**config.mk**
```make
export PLATFORM = sky130hd
export DESIGN_NAME = dma_task_sequencer_flat
export DESIGN_NICKNAME = d
export VERILOG_FILES = /design/src/rtl/dma_task_sequencer_if.sv /design/src/rtl/dma_task_sequencer.sv /design/src/flat_wrapper.sv
export SDC_FILE = /design/constraint.sdc
export NUM_CORES = 1
export LEC_CHECK = 0
export BUFFER_PORTS_ARGS = -buffer_cell sky130_fd_sc_hd__buf_2
export CORE_UTILIZATION = 30
export DETAILED_ROUTE_END_ITERATION = 8
export GPL_ROUTABILITY_DRIVEN = 0
export SETUP_SLACK_MARGIN = 0.05
export SLEW_MARGIN = 20
export SYNTH_ARGS = -nofsm -noshare
export SYNTH_HDL_FRONTEND = slang
export SYNTH_SLANG_ARGS = --single-unit
export TNS_END_PERCENT = 5
```
**constraint.sdc**
```tcl
create_clock -name clk -period 2.35 [get_ports clk]
set_input_delay 0.47 -clock clk [delete_from_list [all_inputs] [get_ports clk]]
set_output_delay 0.47 -clock clk [all_outputs]
set_load 0.01 [all_outputs]
```
**src/rtl/dma_task_sequencer_if.sv**
```systemverilog
// Task handshake between the DMA task sequencer and the AXI-Lite register-write master.
// slaveInit carries the pending one-hot task; slaveFinInit echoes it back for one cycle on completion.
interface dma_task_sequencer_if #(
    parameter int DMA_INIT_TASK_CNT = 8
);
    logic [DMA_INIT_TASK_CNT-1:0] slaveInit;
    logic [DMA_INIT_TASK_CNT-1:0] slaveFinInit;

    modport master (output slaveInit, input slaveFinInit);
    modport slave  (input slaveInit, output slaveFinInit);
endinterface

```
**src/rtl/dma_task_sequencer.sv**
```systemverilog
// DMA task sequencer: issues the enabled one-hot DMA init tasks in bit order,
// holding each until the write master echoes it, then waits for the MM2S/S2MM
// completion interrupts while profiling the wait in clock cycles.
module dma_task_sequencer #(
    parameter int DMA_INIT_TASK_CNT   = 8,
    parameter int BANK1_STATUS_WIDTH  = 2,
    parameter int BANK1_PROFILE_WIDTH = 32,
    parameter int TIMEOUT_CYCLES      = 0
) (
    input  logic                           clk,
    input  logic                           reset,
    input  logic                           start,
    input  logic                           abort,
    input  logic                           cfg_rd_en,
    input  logic                           cfg_wr_en,
    input  logic                           irq_mm2s,
    input  logic                           irq_s2mm,
    dma_task_sequencer_if.master           task_bus,
    output logic                           busy,
    output logic                           done,
    output logic [BANK1_STATUS_WIDTH-1:0]  status,
    output logic [BANK1_PROFILE_WIDTH-1:0] profile,
    output logic                           err_abort,
    output logic                           err_timeout
);
    localparam int N  = DMA_INIT_TASK_CNT;
    localparam int SW = BANK1_STATUS_WIDTH;
    localparam int PW = BANK1_PROFILE_WIDTH;

    // Read group: IRQ reset, ctrl, address, size of MM2S. Write group: the S2MM counterparts.
    localparam logic [N-1:0]  RD_GROUP     = N'(8'b0001_1101);
    localparam logic [N-1:0]  WR_GROUP     = N'(8'b1110_0010);
    localparam logic [N-1:0]  ZERO_N       = {N{1'b0}};
    localparam logic [N-1:0]  ONE_N        = {{(N-1){1'b0}}, 1'b1};
    localparam logic [PW-1:0] ZERO_P       = {PW{1'b0}};
    localparam logic [PW-1:0] ONE_P        = {{(PW-1){1'b0}}, 1'b1};
    localparam logic [PW-1:0] PROFILE_MAX  = {PW{1'b1}};
    localparam logic [PW-1:0] TIMEOUT_LAST = PW'(TIMEOUT_CYCLES - 1);
    localparam logic [SW-1:0] ST_IDLE      = SW'(2'b00);
    localparam logic [SW-1:0] ST_BUSY      = SW'(2'b01);
    localparam logic [SW-1:0] ST_OK        = SW'(2'b10);
    localparam logic [SW-1:0] ST_ERR       = SW'(2'b11);

    typedef enum logic [2:0] {
        S_IDLE     = 3'd0,
        S_ISSUE    = 3'd1,
        S_WAIT_IRQ = 3'd2,
        S_DONE     = 3'd3,
        S_ERR      = 3'd4
    } state_t;

    // Isolates the lowest set bit of a vector.
    function automatic logic [N-1:0] lowest_bit(input logic [N-1:0] vec);
        lowest_bit = vec & (~vec + ONE_N);
    endfunction

    // Keeps only the bits of vec strictly above the one-hot position cur.
    function automatic logic [N-1:0] bits_above(input logic [N-1:0] vec, input logic [N-1:0] cur);
        bits_above = vec & ~((cur << 1) - ONE_N);
    endfunction

    state_t          state_r, state_s;
    logic [N-1:0]    task_r, task_s;
    logic [N-1:0]    mask_r, mask_s;
    logic            rd_req_r, rd_req_s;
    logic            wr_req_r, wr_req_s;
    logic            irq_rd_r, irq_rd_s;
    logic            irq_wr_r, irq_wr_s;
    logic            rd_arm_r, rd_arm_s;
    logic            wr_arm_r, wr_arm_s;
    logic            abort_pend_r, abort_pend_s;
    logic [PW-1:0]   profile_r, profile_s;
    logic            busy_r, busy_s;
    logic            done_r, done_s;
    logic [SW-1:0]   status_r, status_s;
    logic            err_abort_r, err_abort_s;
    logic            err_timeout_r, err_timeout_s;

    logic [N-1:0]    start_mask_s;
    logic [N-1:0]    next_task_s;
    logic            echo_match_s;
    logic            irq_done_s;
    logic            timeout_hit_s;

    assign start_mask_s  = (cfg_rd_en ? RD_GROUP : ZERO_N) | (cfg_wr_en ? WR_GROUP : ZERO_N);
    assign next_task_s   = lowest_bit(bits_above(mask_r, task_r));
    assign echo_match_s  = (task_bus.slaveFinInit == task_r);
    assign irq_done_s    = (!rd_req_r || irq_rd_r) && (!wr_req_r || irq_wr_r);
    assign timeout_hit_s = (TIMEOUT_CYCLES != 32'sd0) && (profile_r == TIMEOUT_LAST);

    // Next-state and next-register computation for the job sequencer.
    always_comb begin
        state_s       = state_r;
        task_s        = task_r;
        mask_s        = mask_r;
        rd_req_s      = rd_req_r;
        wr_req_s      = wr_req_r;
        irq_rd_s      = irq_rd_r;
        irq_wr_s      = irq_wr_r;
        rd_arm_s      = rd_arm_r;
        wr_arm_s      = wr_arm_r;
        abort_pend_s  = abort_pend_r;
        profile_s     = profile_r;
        busy_s        = busy_r;
        done_s        = 1'b0;
        status_s      = status_r;
        err_abort_s   = err_abort_r;
        err_timeout_s = err_timeout_r;

        case (state_r)
            S_IDLE: begin
                if (start) begin
                    mask_s        = start_mask_s;
                    rd_req_s      = cfg_rd_en;
                    wr_req_s      = cfg_wr_en;
                    irq_rd_s      = 1'b0;
                    irq_wr_s      = 1'b0;
                    rd_arm_s      = 1'b0;
                    wr_arm_s      = 1'b0;
                    abort_pend_s  = 1'b0;
                    profile_s     = ZERO_P;
                    err_abort_s   = 1'b0;
                    err_timeout_s = 1'b0;
                    if (start_mask_s == ZERO_N) begin
                        // Nothing to configure: the job is trivially complete.
                        state_s  = S_DONE;
                        task_s   = ZERO_N;
                        status_s = ST_OK;
                        busy_s   = 1'b0;
                        done_s   = 1'b1;
                    end else begin
                        state_s  = S_ISSUE;
                        task_s   = lowest_bit(start_mask_s);
                        status_s = ST_BUSY;
                        busy_s   = 1'b1;
                    end
                end else begin
                    state_s = S_IDLE;
                end
            end

            S_ISSUE: begin
                // IRQ latches only become meaningful once the matching IRQ-reset task has completed.
                if (rd_arm_r && irq_mm2s) begin
                    irq_rd_s = 1'b1;
                end else begin
                    irq_rd_s = irq_rd_r;
                end
                if (wr_arm_r && irq_s2mm) begin
                    irq_wr_s = 1'b1;
                end else begin
                    irq_wr_s = irq_wr_r;
                end
                if (echo_match_s) begin
                    rd_arm_s = rd_arm_r | task_r[0];
                    wr_arm_s = wr_arm_r | task_r[1];
                    if (abort || abort_pend_r) begin
                        // The in-flight task has finished cleanly; stop before issuing more.
                        state_s      = S_ERR;
                        task_s       = ZERO_N;
                        abort_pend_s = 1'b0;
                        err_abort_s  = 1'b1;
                        status_s     = ST_ERR;
                        busy_s       = 1'b0;
                        done_s       = 1'b1;
                    end else if (next_task_s == ZERO_N) begin
                        state_s = S_WAIT_IRQ;
                        task_s  = ZERO_N;
                    end else begin
                        task_s = next_task_s;
                    end
                end else begin
                    abort_pend_s = abort_pend_r | abort;
                end
            end

            S_WAIT_IRQ: begin
                irq_rd_s = irq_rd_r | irq_mm2s;
                irq_wr_s = irq_wr_r | irq_s2mm;
                if (irq_done_s) begin
                    state_s  = S_DONE;
                    status_s = ST_OK;
                    busy_s   = 1'b0;
                    done_s   = 1'b1;
                end else if (timeout_hit_s) begin
                    state_s       = S_ERR;
                    err_timeout_s = 1'b1;
                    status_s      = ST_ERR;
                    busy_s        = 1'b0;
                    done_s        = 1'b1;
                end else if (abort) begin
                    state_s     = S_ERR;
                    err_abort_s = 1'b1;
                    status_s    = ST_ERR;
                    busy_s      = 1'b0;
                    done_s      = 1'b1;
                end else begin
                    if (profile_r != PROFILE_MAX) begin
                        profile_s = profile_r + ONE_P;
                    end else begin
                        profile_s = profile_r;
                    end
                end
            end

            S_DONE: begin
                state_s = S_IDLE;
            end

            S_ERR: begin
                state_s = S_IDLE;
            end

            default: begin
                state_s  = S_IDLE;
                task_s   = ZERO_N;
                busy_s   = 1'b0;
                status_s = ST_IDLE;
            end
        endcase
    end

    // FSM state register.
    always_ff @(posedge clk or negedge reset) begin
        if (!reset) begin
            state_r <= S_IDLE;
        end else begin
            state_r <= state_s;
        end
    end

    // Task, latch, profile and status registers; every output comes straight from here.
    always_ff @(posedge clk or negedge reset) begin
        if (!reset) begin
            task_r        <= ZERO_N;
            mask_r        <= ZERO_N;
            rd_req_r      <= 1'b0;
            wr_req_r      <= 1'b0;
            irq_rd_r      <= 1'b0;
            irq_wr_r      <= 1'b0;
            rd_arm_r      <= 1'b0;
            wr_arm_r      <= 1'b0;
            abort_pend_r  <= 1'b0;
            profile_r     <= ZERO_P;
            busy_r        <= 1'b0;
            done_r        <= 1'b0;
            status_r      <= ST_IDLE;
            err_abort_r   <= 1'b0;
            err_timeout_r <= 1'b0;
        end else begin
            task_r        <= task_s;
            mask_r        <= mask_s;
            rd_req_r      <= rd_req_s;
            wr_req_r      <= wr_req_s;
            irq_rd_r      <= irq_rd_s;
            irq_wr_r      <= irq_wr_s;
            rd_arm_r      <= rd_arm_s;
            wr_arm_r      <= wr_arm_s;
            abort_pend_r  <= abort_pend_s;
            profile_r     <= profile_s;
            busy_r        <= busy_s;
            done_r        <= done_s;
            status_r      <= status_s;
            err_abort_r   <= err_abort_s;
            err_timeout_r <= err_timeout_s;
        end
    end

    assign task_bus.slaveInit = task_r;
    assign busy               = busy_r;
    assign done               = done_r;
    assign status             = status_r;
    assign profile            = profile_r;
    assign err_abort          = err_abort_r;
    assign err_timeout        = err_timeout_r;
endmodule

```
**src/flat_wrapper.sv**
```systemverilog
// flat-port wrapper written by rule: the top's interface ports become plain ports
module dma_task_sequencer_flat 
#(
    parameter int DMA_INIT_TASK_CNT   = 8,
    parameter int BANK1_STATUS_WIDTH  = 2,
    parameter int BANK1_PROFILE_WIDTH = 32,
    parameter int TIMEOUT_CYCLES      = 0
)
  (clk, reset, start, abort, cfg_rd_en, cfg_wr_en, irq_mm2s, irq_s2mm, busy, done, status, profile, err_abort, err_timeout, task_bus_slaveInit, task_bus_slaveFinInit);
  dma_task_sequencer_if #(.DMA_INIT_TASK_CNT(DMA_INIT_TASK_CNT)) task_bus_i ();
  input  logic clk;
  input  logic reset;
  input  logic start;
  input  logic abort;
  input  logic cfg_rd_en;
  input  logic cfg_wr_en;
  input  logic irq_mm2s;
  input  logic irq_s2mm;
  output logic busy;
  output logic done;
  output logic [BANK1_STATUS_WIDTH-1:0] status;
  output logic [BANK1_PROFILE_WIDTH-1:0] profile;
  output logic err_abort;
  output logic err_timeout;
  output wire logic [$bits(task_bus_i.slaveInit)-1:0] task_bus_slaveInit;
  input wire logic [$bits(task_bus_i.slaveFinInit)-1:0] task_bus_slaveFinInit;
  assign task_bus_slaveInit = task_bus_i.slaveInit;
  assign task_bus_i.slaveFinInit = task_bus_slaveFinInit;
  dma_task_sequencer #(.DMA_INIT_TASK_CNT(DMA_INIT_TASK_CNT), .BANK1_STATUS_WIDTH(BANK1_STATUS_WIDTH), .BANK1_PROFILE_WIDTH(BANK1_PROFILE_WIDTH), .TIMEOUT_CYCLES(TIMEOUT_CYCLES)) u_core (.clk(clk), .reset(reset), .start(start), .abort(abort), .cfg_rd_en(cfg_rd_en), .cfg_wr_en(cfg_wr_en), .irq_mm2s(irq_mm2s), .irq_s2mm(irq_s2mm), .task_bus(task_bus_i), .busy(busy), .done(done), .status(status), .profile(profile), .err_abort(err_abort), .err_timeout(err_timeout));
endmodule
```
=== After elaboration in Yosys (flattened, before gate mapping) ===
Cells that the tools add are included.

* Equal/unequal tests: 18
* Div/mod/pow operators: 0
* Reduce and logical (&&, ||, !) cells: 26
* Muxes and demuxes: 58
* Bitwise logic cells: 14
* Shift-type cells: 0
* $add $sub $neg: 4
* $mul: 0
* $lt $le $gt $ge: 0

{| class="wikitable"
|+ Operators with widths
! kind !! number
|-
| 32-bit two-way mux || 4
|-
| 32-bit case mux with 2 select lines || 1
|-
| 8-bit two-way mux || 6
|-
| 32-bit by 1-bit adder with 32-bit output (second input constant) || 1
|-
| 32-bit != test (second input constant) || 1
|-
| 8-bit AND || 3
|-
| 8-bit NOT || 3
|-
| 8-bit case mux with 3 select lines || 1
|-
| 1-bit two-way mux || 22
|-
| 3-bit AND reduction || 6
|-
| 8-bit by 1-bit adder with 8-bit output (second input constant) || 2
|-
| 8-bit zero test || 2
|-
| 2-bit two-way mux || 8
|-
| 3-bit two-way mux || 5
|-
| 1-bit case mux with 3 select lines || 4
|-
| 2-bit by 1-bit != test with 1-bit output (second input constant) || 5
|-
| 5-bit AND reduction || 2
|-
| 3-bit case mux with 3 select lines || 1
|-
| 8-bit == test || 1
|-
| 2-bit != test (second input constant) || 4
|-
| 8-bit bitwise OR || 1
|-
| 2-bit case mux with 4 select lines || 1
|-
| 8-bit by 1-bit subtractor with 8-bit output (second input constant) || 1
|-
| 3-bit by 2-bit == test with 1-bit output (second input constant) || 2
|-
| other kinds (20) || 33
|}

* Bits in latches: 0
* Memories: 0
* Memory bits (writable): 0
* Logic and storage cells: 135
* Flip-flop bits (word level): 63
* Input port bits: 16
* Output and inout bits: 46
* ROM bits: 0

=== Depth between registers and ports, before layout ===
Gate-level depths: netlist of the first run.

* Depth in word-level cells: 11
* Mapped depth: 8
* Depth with buffers taken out: 7

=== Worst setup path before layout of the first run ===
OpenSTA, ideal clock, no wires.

* Path type: register to register
* From: reg u_core.task_r[2] (netlist: u_core.task_bus.slaveInit[2])
* To: reg u_core.state_r[0]
* Buffers on the path: 1
* Arrival: 2247 ps
* Setup time: 124 ps
* Stages on the path, launching flop included: 7
* Period minus slack after synthesis: 2370 ps
* Path slack: -20 ps
* Path through: dfrtp_1 buf_6 or3_4 or4_1 and3_1 or4_4 a211o_1

* Word-level cells in the longest chain between the ends: 9

{| class="wikitable"
|+ Ends and longest elaborated chain
! what !! RTL line !! text
|-
| start, declared || dma_task_sequencer.sv:63 || <nowiki>logic [N-1:0] task_r, task_s;</nowiki>
|-
| start signal, assigned || dma_task_sequencer.sv:251 || <nowiki>task_r <= task_s;</nowiki>
|-
| 8-bit by 1-bit subtractor with 8-bit output || dma_task_sequencer.sv:59 || <nowiki>bits_above = vec & ~((cur << 1) - ONE_N);</nowiki>
|-
| 8-bit NOT || dma_task_sequencer.sv:59 ||
|-
| 8-bit AND || dma_task_sequencer.sv:59 ||
|-
| 8-bit NOT || dma_task_sequencer.sv:54 || <nowiki>lowest_bit = vec & (~vec + ONE_N);</nowiki>
|-
| 8-bit by 1-bit adder with 8-bit output || dma_task_sequencer.sv:54 ||
|-
| 8-bit AND || dma_task_sequencer.sv:54 ||
|-
| 8-bit zero test || dma_task_sequencer.sv:166 || <nowiki>end else if (next_task_s == ZERO_N) begin</nowiki>
|-
| 3-bit by 1-bit != test with 1-bit output (no line) || n/a ||
|-
| 3-bit AND reduction (no line) * || n/a ||
|-
| end signal, assigned || dma_task_sequencer.sv:228 || <nowiki>state_r <= state_s;</nowiki>
|-
| end, declared || dma_task_sequencer.sv:62 || <nowiki>state_t state_r, state_s;</nowiki>
|}

Mark *: on every way between the ends. The rest lies on a longest branch, timed or not.
A chain may end at the register's enable or synchronous reset.

=== Worst setup path after layout of the first run ===
Ends and elaborated chain as after synthesis.

==> run metrics, run 1 <==
vias in the first global route 2854; clk sinks 55; Total Nets Final 447; Most used DFF post-synth dfrtp_1; Overflow after GRT 0; DR pass1 iterations 4; Tmin final 2.33 ns; DP Wirelength 6.15 mm; post-synthesis sequential area ratio 43.0%; WP data arrival 2.53 ns; clock transition at the registers of the reported paths 0.13 ns; Req. time, crit path 2.55 ns; pwr/cell area 691 nW/um^2; Final Skew 0.0249 ns; Yosys warning total 0; Via density 5.40; final worst-path cycle share 99.0%; starting density of the core 31.0%; Die ar. 11100 sq um; Root Buffer clkbuf_8; Die X 105 um; unrepaired setup endpoints after global routing true; busiest grt layer met2; maximum VDD drop 0.000491 V; CTS tree yes; Static Leak 1.76 nW; CTS Hold Bufs 0; fin. max-slew vios 0; CTS max path bufs 2; f_max 430 MHz; relative slew slack 51.1%; 1st-iter DRT viols 146; core area 10300 sq um; status finished, final reports clean; hold crit path type in2async; largest net degree at the start of global routing 56; Antenna Nets Post-Route 0; Critical Path Start Type register; antenna cells 0; CP Capture Type register; detailed-route DRC error count 0; Syn-to-layout area delta 22.0%; Max H-tree Level 2; Syn Inst Count 358; cell area after synthesis 3200 sq um; max_cap viols 0; Slew @ Worst Pin 0.734 ns; Vias 3054; routing usage on met3 2.35%; Net Count, Synth 376; chip height 105 um; Synth cell types 54; grt met2 use 25.8%; hold slack 0.260 ns; ratio of cells with drive above 1 in the final layout 27.4%; first-pass GRT wire length 14.1 mm; IO buf count 60; critical path type reg2reg; ys async rst share 100%; commonest non-fill, non-tap cell in the layout buf_2; flop-to-flop setup slack 0.02 ns; fillers 1049; syn avg cell area 8.95 sq um; DR WL/cell 15.2 um; Tot GR Track Use 15.5%; final hold vios 0; worst skew pair latency 0.32 ns; met1 Use GR 21.7%; commonest cells after routing, fill and taps aside 60 x buf_2, 53 x dfrtp_1, 38 x a21oi_1, 32 x o21ai_0, 29 x nand2_1; Site Rows 37; Post-synth EDFFs 0; FF+latch count, synth 55; IO Pins 62; total CTS buffers 5; CP max FO 5; count of final setup violators 0; Post-Route WL 8.61 mm; total power 2.70 mW; initial antenna violation count 0
[power breakdown]
group | leakage [nW] | internal [mW] | switching, mW
Combinational | 0.965 | 0.420 | 0.542
Clock | 0.0502 | 0.222 | 0.351
Sequential | 0.742 | 1.05 | 0.113
Total | 1.76 | 1.69 | 1.01
[per-layer routing]
layer / part of all wire, % / up-vias / wire length, um
met1: 48 / 1482 / 4140
met2: 46 / 93 / 3970
met3: 5.5 / 4 / 471
met4: 0.36 / 0 / 31
li1: - / 1475 / -
met5: 0 / - / 0
[cell type report]
cell class | instances | area (sq um) | area share [%]
Timing Repair Buffer | 84 | 493 | 12.6
Clock inverter | 3 | 28.8 | 0.736
Clock buffer | 5 | 68.8 | 1.76
Multi-Input combinational cell | 269 | 1720 | 43.9
Tap cell | 136 | 170 | 4.35
Sequential cell | 55 | 1380 | 35.3
Inverter | 14 | 52.6 | 1.34
[worst max-delay path: stages, from the launching register on]
cell and delay [ns]:
dfrtp_1 0.47, or3_4 0.36, or4_4 0.41, and3_4 0.19, or4_4 0.53, a211o_1 0.27
[Yosys cell counts, types with 9 or more instances]
cell type / instances / area [sq um]
dfrtp_1: 55 / 1380
a21oi_1: 38 / 190
o21ai_0: 32 / 160
nand2_1: 29 / 109
or3_1: 17 / 106
nand3_1: 16 / 80.1
inv_1: 14 / 52.6
nand4_1: 14 / 87.6
nor2_1: 12 / 45.0
or4_1: 12 / 90.1
clkbuf_1: 11 / 41.3
o31ai_1: 11 / 82.6
xnor2_1: 9 / 78.8
[through the flow]
step / setup TNS (ns) / setup WS, ns / cell area [sq um] / utilization [%] / cells
floorplan: 0 / 0.0135 / 3200 / - / 358
global placement: 0 / 0.0649 / 3760 / 36.5 / 557
detailed placement: 0 / 0.0242 / 3760 / 36.5 / 557
CTS: 0 / 0.0466 / 3870 / 37.5 / 566
global route: -0.0174 / -0.0174 / 3910 / 37.9 / 566
finish: 0 / 0.0225 / 3910 / 37.9 / 566
[worst paths after layout]
kind | startpoint | end | cells past startpoint
setup / recovery | u_core.task_bus.slaveInit[2] | u_core.state_r[0] | 5
hold / removal | reset | u_core.profile[13] | 2
setup reg to reg | u_core.task_bus.slaveInit[2] | u_core.state_r[0] | 5
hold reg to reg | u_core.wr_arm_r | u_core.wr_arm_r | 2
max in group asynchronous | reset | u_core.task_bus.slaveInit[1] | 2
min in group clk | irq_s2mm | u_core.irq_wr_r | 3
[kinds of logic (layout without fill, tap and decap cells)]
group | Yosys count | after routing | synth area share (%)
simple gates | 141 | 141 | 25.4
compound gates | 102 | 102 | 19.1
flops | 55 | 55 | 43.0
buf+inv | 34 | 106 | 4.61
mux | 12 | 12 | 3.98
xor+xnor | 11 | 11 | 3.01
fa+ha+maj | 2 | 2 | 0.781
other cells | 1 | 1 | 0.117
[flip-flops by register name, indices dropped and copies added (netlist names), 2 cells and up]
register                   cells
u_core.status                  2
u_core.mask_r                  2
u_core.state_r                 3
u_core.task_bus.slaveInit      8
u_core.profile                32
[repair_timing]
action	in CTS	in global routing
hold endpoints to repair	0	0
gates resized for setup	1	9
buffers inserted	1	0
pin swaps	0	0
setup endpoints to repair	2	25
No activity file was read; power rests on OpenSTA's default activity.
==> run 2: changes to the inputs <==
CELL_PAD_IN_SITES_DETAIL_PLACEMENT = 0   (was not set)
CELL_PAD_IN_SITES_GLOBAL_PLACEMENT = 1   (was not set)
PLACE_DENSITY_LB_ADDON = 0.1   (was not set)
RECOVER_POWER = 50   (was not set)
clock period = 2.4 ns   (was 2.35 ns; I/O delays follow)
==> run metrics, run 2 (same netlist as run 1, synthesis figures left out) <==
Crit-path slowest cell or4_4 (unchanged); flop-to-flop setup slack 0.1 ns (was 0.02 ns); CP max FO 4 (was 5); hold slack 0.457 ns (was 0.260 ns); dpl ws 0.0898 ns (was 0.0242 ns); Syn-to-layout area delta 23.6% (was 22.0%); HP Start cfg_wr_en; Static Leak 1.72 nW (was 1.76 nW); CP cell instances or3_4, or4_1, and3_4, or4_4, a211o_1 (was or3_4, or4_4, and3_4, or4_4, a211o_1); clk sinks 55 (unchanged); max_cap viols 1 (was 0); chip height 105 um (unchanged); DR WL/cell 15.7 um (was 15.2 um); Total Nets Final 458 (was 447); Req. time, crit path 2.59 ns (was 2.55 ns); Multi-input gate area 1700 sq um (was 1720 sq um); Final Skew 0.00549 ns (was 0.0249 ns); relative slew slack -3.38% (was 51.1%); Crit path largest cell delay 0.54 ns (was 0.53 ns); status complete, but fails checks (was finished, final reports clean); critical path type reg2reg (unchanged); setup TNS 0 ns (unchanged); starting density of the core 31.0% (unchanged); IO Pins 62 (unchanged); f_max 434 MHz (was 430 MHz); Root Buffer clkbuf_8 (unchanged); critical path's top delay family simple AND/OR/NAND/NOR gates (unchanged); fin. max-slew vios 26 (was 0); worst hold path depth 3; fillers 1096 (was 1049); failing checks capacitance limit, slew limit; final hold vios 0 (unchanged); Via density 5.36 (was 5.40); hold crit path type in2reg (was in2async); antenna cells 0 (unchanged); worst skew pair latency 0.30 ns (was 0.32 ns); initial antenna violation count 0 (unchanged); total power 2.66 mW (was 2.70 mW); CTS Hold Bufs 0 (unchanged); WP buf/inv 0 (unchanged); count of final setup violators 0 (unchanged); clock transition at the registers of the reported paths 0.10 ns (was 0.13 ns); ratio of cells with drive above 1 in the final layout 22.7% (was 27.4%); Site Rows 37 (unchanged); unrepaired setup endpoints after global routing false (was true); final worst-path cycle share 95.9% (was 99.0%); register area 1380 sq um (about the same); hold path endpoint u_core.mask_r[6]; DP Wirelength 6.63 mm (was 6.15 mm); 1st-iter DRT viols 116 (was 146); DR pass1 iterations 4 (unchanged); vias in the first global route 2892 (was 2854); commonest cells after routing, fill and taps aside 54 x dfrtp_1, 38 x a21oi_1, 38 x buf_2, 33 x buf_4, 32 x o21ai_0 (was 60 x buf_2, 53 x dfrtp_1, 38 x a21oi_1, 32 x o21ai_0, 29 x nand2_1); max reg flops 32 (unchanged); pwr/cell area 672 nW/um^2 (was 691 nW/um^2); Worst R2R Start u_core.task_bus.slaveInit[3] (was u_core.task_bus.slaveInit[2]); WP data arrival 2.49 ns (was 2.53 ns); Die ar. 11100 sq um (unchanged); R2R depth 5 (unchanged); CP Capture Type register (unchanged); largest net degree at the start of global routing 33 (was 56); total CTS buffers 5 (unchanged); IO buf count 60 (unchanged); Post-Route WL 9.08 mm (was 8.61 mm); first-pass GRT wire length 15.0 mm (was 14.1 mm); Tmin final 2.30 ns (was 2.33 ns); Die X 105 um (unchanged); Antenna Nets Post-Route 0 (unchanged); setup ws final 0.0977 ns (was 0.0225 ns); Max H-tree Level 2 (unchanged); maximum VDD drop 0.000263 V (was 0.000491 V); Critical Path Start Type register (unchanged); core area 10300 sq um (unchanged); Vias 3091 (was 3054); CTS max path bufs 2 (unchanged); reg2reg end u_core.state_r[0] (unchanged); Slew @ Worst Pin 1.55 ns (was 0.734 ns); commonest non-fill, non-tap cell in the layout dfrtp_1 (was buf_2); Tot GR Track Use 16.9% (was 15.5%); CTS tree yes (unchanged); detailed-route DRC error count 0 (unchanged); Overflow after GRT 0 (unchanged)
run 2: changes by cell type in the layout (fill, tap and decap cells not counted), sizes merged:
cell    previous run  this run
clkinv             2         0
clkbuf             5        30
buf               84        73
inv               15        14
run 2: cell type report:
| type | count | area share, % |
|---|---|---|
| Multi-Input combinational cell | 269 | 42.9 |
| Sequential cell | 55 | 34.8 |
| Timing Repair Buffer | 95 | 14.2 |
| Tap cell | 136 | 4.30 |
| Clock buffer | 8 | 2.53 |
| Inverter | 14 | 1.33 |
run 2: power breakdown:
part | internal, mW | switching [mW]
registers | 1.03 | 0.0872
logic | 0.416 | 0.560
clock network | 0.265 | 0.300
total | 1.71 | 0.948
run 2: routing by layer:
metal	routed length (um)	up-vias	share of wire (%)	track usage, %
met5	0	-	0	0
met4	53	0	0.58	3.32
met3	326	4	3.6	2.60
met2	4070	63	45	26.4
met1	4630	1520	51	24.7
li1	-	1504	-	-
run 2: stage by stage:
step | std cells | utilization, % | area [sq um]
after detailed placement | 567 | 37.3 | 3850
after global routing | 577 | 38.3 | 3960
after CTS | 575 | 38.3 | 3950
after global placement | 567 | 37.3 | 3850
after floorplan | 358 | - | 3200
final | 577 | 38.3 | 3960
run 2: worst min-delay path, cell delays in order:
cell     delay, ns
buf_2         0.13
nand2_1       0.07
nand2_1       0.04
run 2: worst max path at each step:
stage | slack (ns) | end | cells past startpoint | startpoint
global route | 0.03 | u_core.state_r[0] | 5 | u_core.task_bus.slaveInit[2]
finish | 0.1 | u_core.state_r[0] | 5 | u_core.task_bus.slaveInit[3]
detailed placement | 0.09 | u_core.state_r[0] | 5 | u_core.task_bus.slaveInit[3]
CTS | 0.07 | u_core.profile[26] | 6 | u_core.profile[3]
global placement | 0.12 | u_core.state_r[0] | 5 | u_core.task_bus.slaveInit[3]
floorplan | 0.06 | u_core.state_r[0] | 6 | u_core.task_bus.slaveInit[2]
run 2: what timing repair did:
action	CTS	global route
resized for setup	0	5
endpoints found under the setup margin	0	19
setup buffers	0	2
endpoints found under the hold margin	0	0
==> run 3: changes to the inputs <==
RECOVER_POWER = 25   (was 50)
==> run metrics, run 3 (same netlist as run 1, synthesis figures left out) <==
clock transition at the registers of the reported paths 0.10 ns (about the same); relative slew slack -3.59% (was -3.38%); total power 2.66 mW (about the same); Crit path largest cell delay 0.54 ns (about the same); commonest non-fill, non-tap cell in the layout buf_2 (was dfrtp_1); ratio of cells with drive above 1 in the final layout 27.7% (was 22.7%); starting density of the core 31.0% (unchanged); IO buf count 60 (unchanged); Req. time, crit path 2.59 ns (about the same); Die X 105 um (unchanged); chip height 105 um (unchanged); 1st-iter DRT viols 130 (was 116); placed insts 567 (unchanged); final worst-path cycle share 95.9% (about the same); hold crit path type in2reg (unchanged); CTS Hold Bufs 0 (unchanged); Antenna Nets Post-Route 0 (unchanged); total CTS buffers 5 (unchanged); largest net degree at the start of global routing 33 (unchanged); first-pass GRT wire length 15.0 mm (unchanged); fillers 1096 (unchanged); Comb pwr share 36.9% (was 36.7%); CTS tree yes (unchanged); Site Rows 37 (unchanged); vias in the first global route 2892 (unchanged); Critical Path Start Type register (unchanged); status complete, but fails checks (unchanged); unrepaired setup endpoints after global routing false (unchanged); Clk pwr share 21.3% (was 21.2%); final core occ 38.6% (was 38.3%); critical path's top delay family simple AND/OR/NAND/NOR gates (unchanged); DR WL/cell 15.6 um (was 15.7 um); Via density 5.33 (was 5.36); Static Leak 1.80 nW (was 1.72 nW); count of final setup violators 0 (unchanged); Final Skew 0.00618 ns (was 0.00549 ns); flop-to-flop setup slack 0.1 ns (about the same); WP buf/inv 0 (unchanged); fin. max-slew vios 26 (unchanged); pwr/cell area 669 nW/um^2 (was 672 nW/um^2); internal power 1.72 mW (was 1.71 mW); antenna cells 0 (unchanged); setup TNS 0 ns (unchanged); Post-Route WL 9.02 mm (was 9.08 mm); Root Buffer clkbuf_8 (unchanged); Die ar. 11100 sq um (unchanged); commonest cells after routing, fill and taps aside 59 x buf_2, 53 x dfrtp_1, 38 x a21oi_1, 33 x buf_4, 32 x o21ai_0 (was 54 x dfrtp_1, 38 x a21oi_1, 38 x buf_2, 33 x buf_4, 32 x o21ai_0); Slew @ Worst Pin 1.55 ns (about the same); failing checks capacitance limit, slew limit (unchanged); CTS max path bufs 2 (unchanged); Net Sw Frac 35.4% (was 35.7%); IO Pins 62 (unchanged); max_cap viols 1 (unchanged); clk sinks 55 (unchanged); DP Wirelength 6.63 mm (unchanged); Syn-to-layout area delta 24.4% (was 23.6%); sequential power share 41.9% (was 42.0%); detailed-route DRC error count 0 (unchanged); core area 10300 sq um (unchanged); NetSw 0.944 mW (was 0.948 mW); Vias 3078 (was 3091); final hold vios 0 (unchanged); f_max 434 MHz (about the same); max reg flops 32 (unchanged); CP max FO 4 (unchanged); Tot GR Track Use 16.9% (unchanged); initial antenna violation count 0 (unchanged); WP data arrival 2.50 ns (was 2.49 ns); Tmin final 2.30 ns (about the same); critical path type reg2reg (unchanged); CP Capture Type register (unchanged); Max H-tree Level 2 (unchanged); Overflow after GRT 0 (unchanged); final instance count without filler cells 577 (unchanged); Crit-path slowest cell or4_4 (unchanged); worst skew pair latency 0.30 ns (about the same); DR pass1 iterations 4 (unchanged); Total Nets Final 458 (unchanged); CP cell instances or3_4, or4_1, and3_4, or4_4, a211o_1 (unchanged); maximum VDD drop 0.000263 V (about the same)
[run 3: changes by cell type in the layout (fill, tap and decap cells not counted), sizes merged]
cell and change:
buf +21, clkbuf -21
[run 3: power by group through the flow]
stage,registers (mW),logic (mW),clock network [mW]
final,1.12,0.982,0.566
after global routing,1.14,1.10,0.622
after CTS,1.12,0.985,0.596
after global placement,1.13,0.984,0
after detailed placement,1.13,0.979,0
after floorplan,1.14,0.635,0
[run 3: worst paths after layout]
path / from / end / depth (start not counted)
worst max-delay path: u_core.task_bus.slaveInit[3] / u_core.state_r[0] / 5
worst min register to register: u_core.wr_arm_r / u_core.wr_arm_r / 2
max in group asynchronous: reset / u_core.profile[28] / 1
worst max register to register: u_core.task_bus.slaveInit[3] / u_core.state_r[0] / 5
worst min-delay path: cfg_wr_en / u_core.mask_r[6] / 3
min in group asynchronous: reset / u_core.profile[14] / 1
[run 3: what timing repair did]
| action | in CTS | in global routing |
|---|---|---|
| setup endpoints to repair | 0 | 19 |
| setup buffers | 0 | 2 |
| resized for setup | 0 | 5 |
[run 3: worst reg2reg max path, cell delays in order (launching register included)]
cell	delay, ns
dfrtp_1	0.42
or3_4	0.38
or4_1	0.40
and3_4	0.19
or4_4	0.54
a211o_1	0.27
[run 3: area by class of cell]
type / count / area (sq um) / share of cell area, %
multi-input combinational: 269 / 1700 / 42.6
sequential: 55 / 1380 / 34.6
timing repair buffer: 95 / 587 / 14.7
tap: 136 / 170 / 4.27
clock buffer: 8 / 100 / 2.51
inverter: 14 / 52.6 / 1.32
[run 3: per-layer routing]
metal / vias to the layer above / track usage, % / share of wire [%]
li1: 1501 / - / -
met1: 1515 / 24.7 / 51
met2: 58 / 26.4 / 45
met3: 4 / 2.60 / 3.4
met4: 0 / 3.32 / 0.59
met5: - / 0 / 0
[run 3: stage by stage]
stage,setup WS [ns],hold WS [ns],instance area [sq um]
2_1_floorplan,0.0635,0.184,3200
3_3_place_gp,0.115,0.481,3850
3_5_place_dp,0.0898,0.478,3850
4_1_cts,0.0692,0.203,3950
5_1_grt,0.0366,0.449,3990
6_report,0.0975,0.459,3990
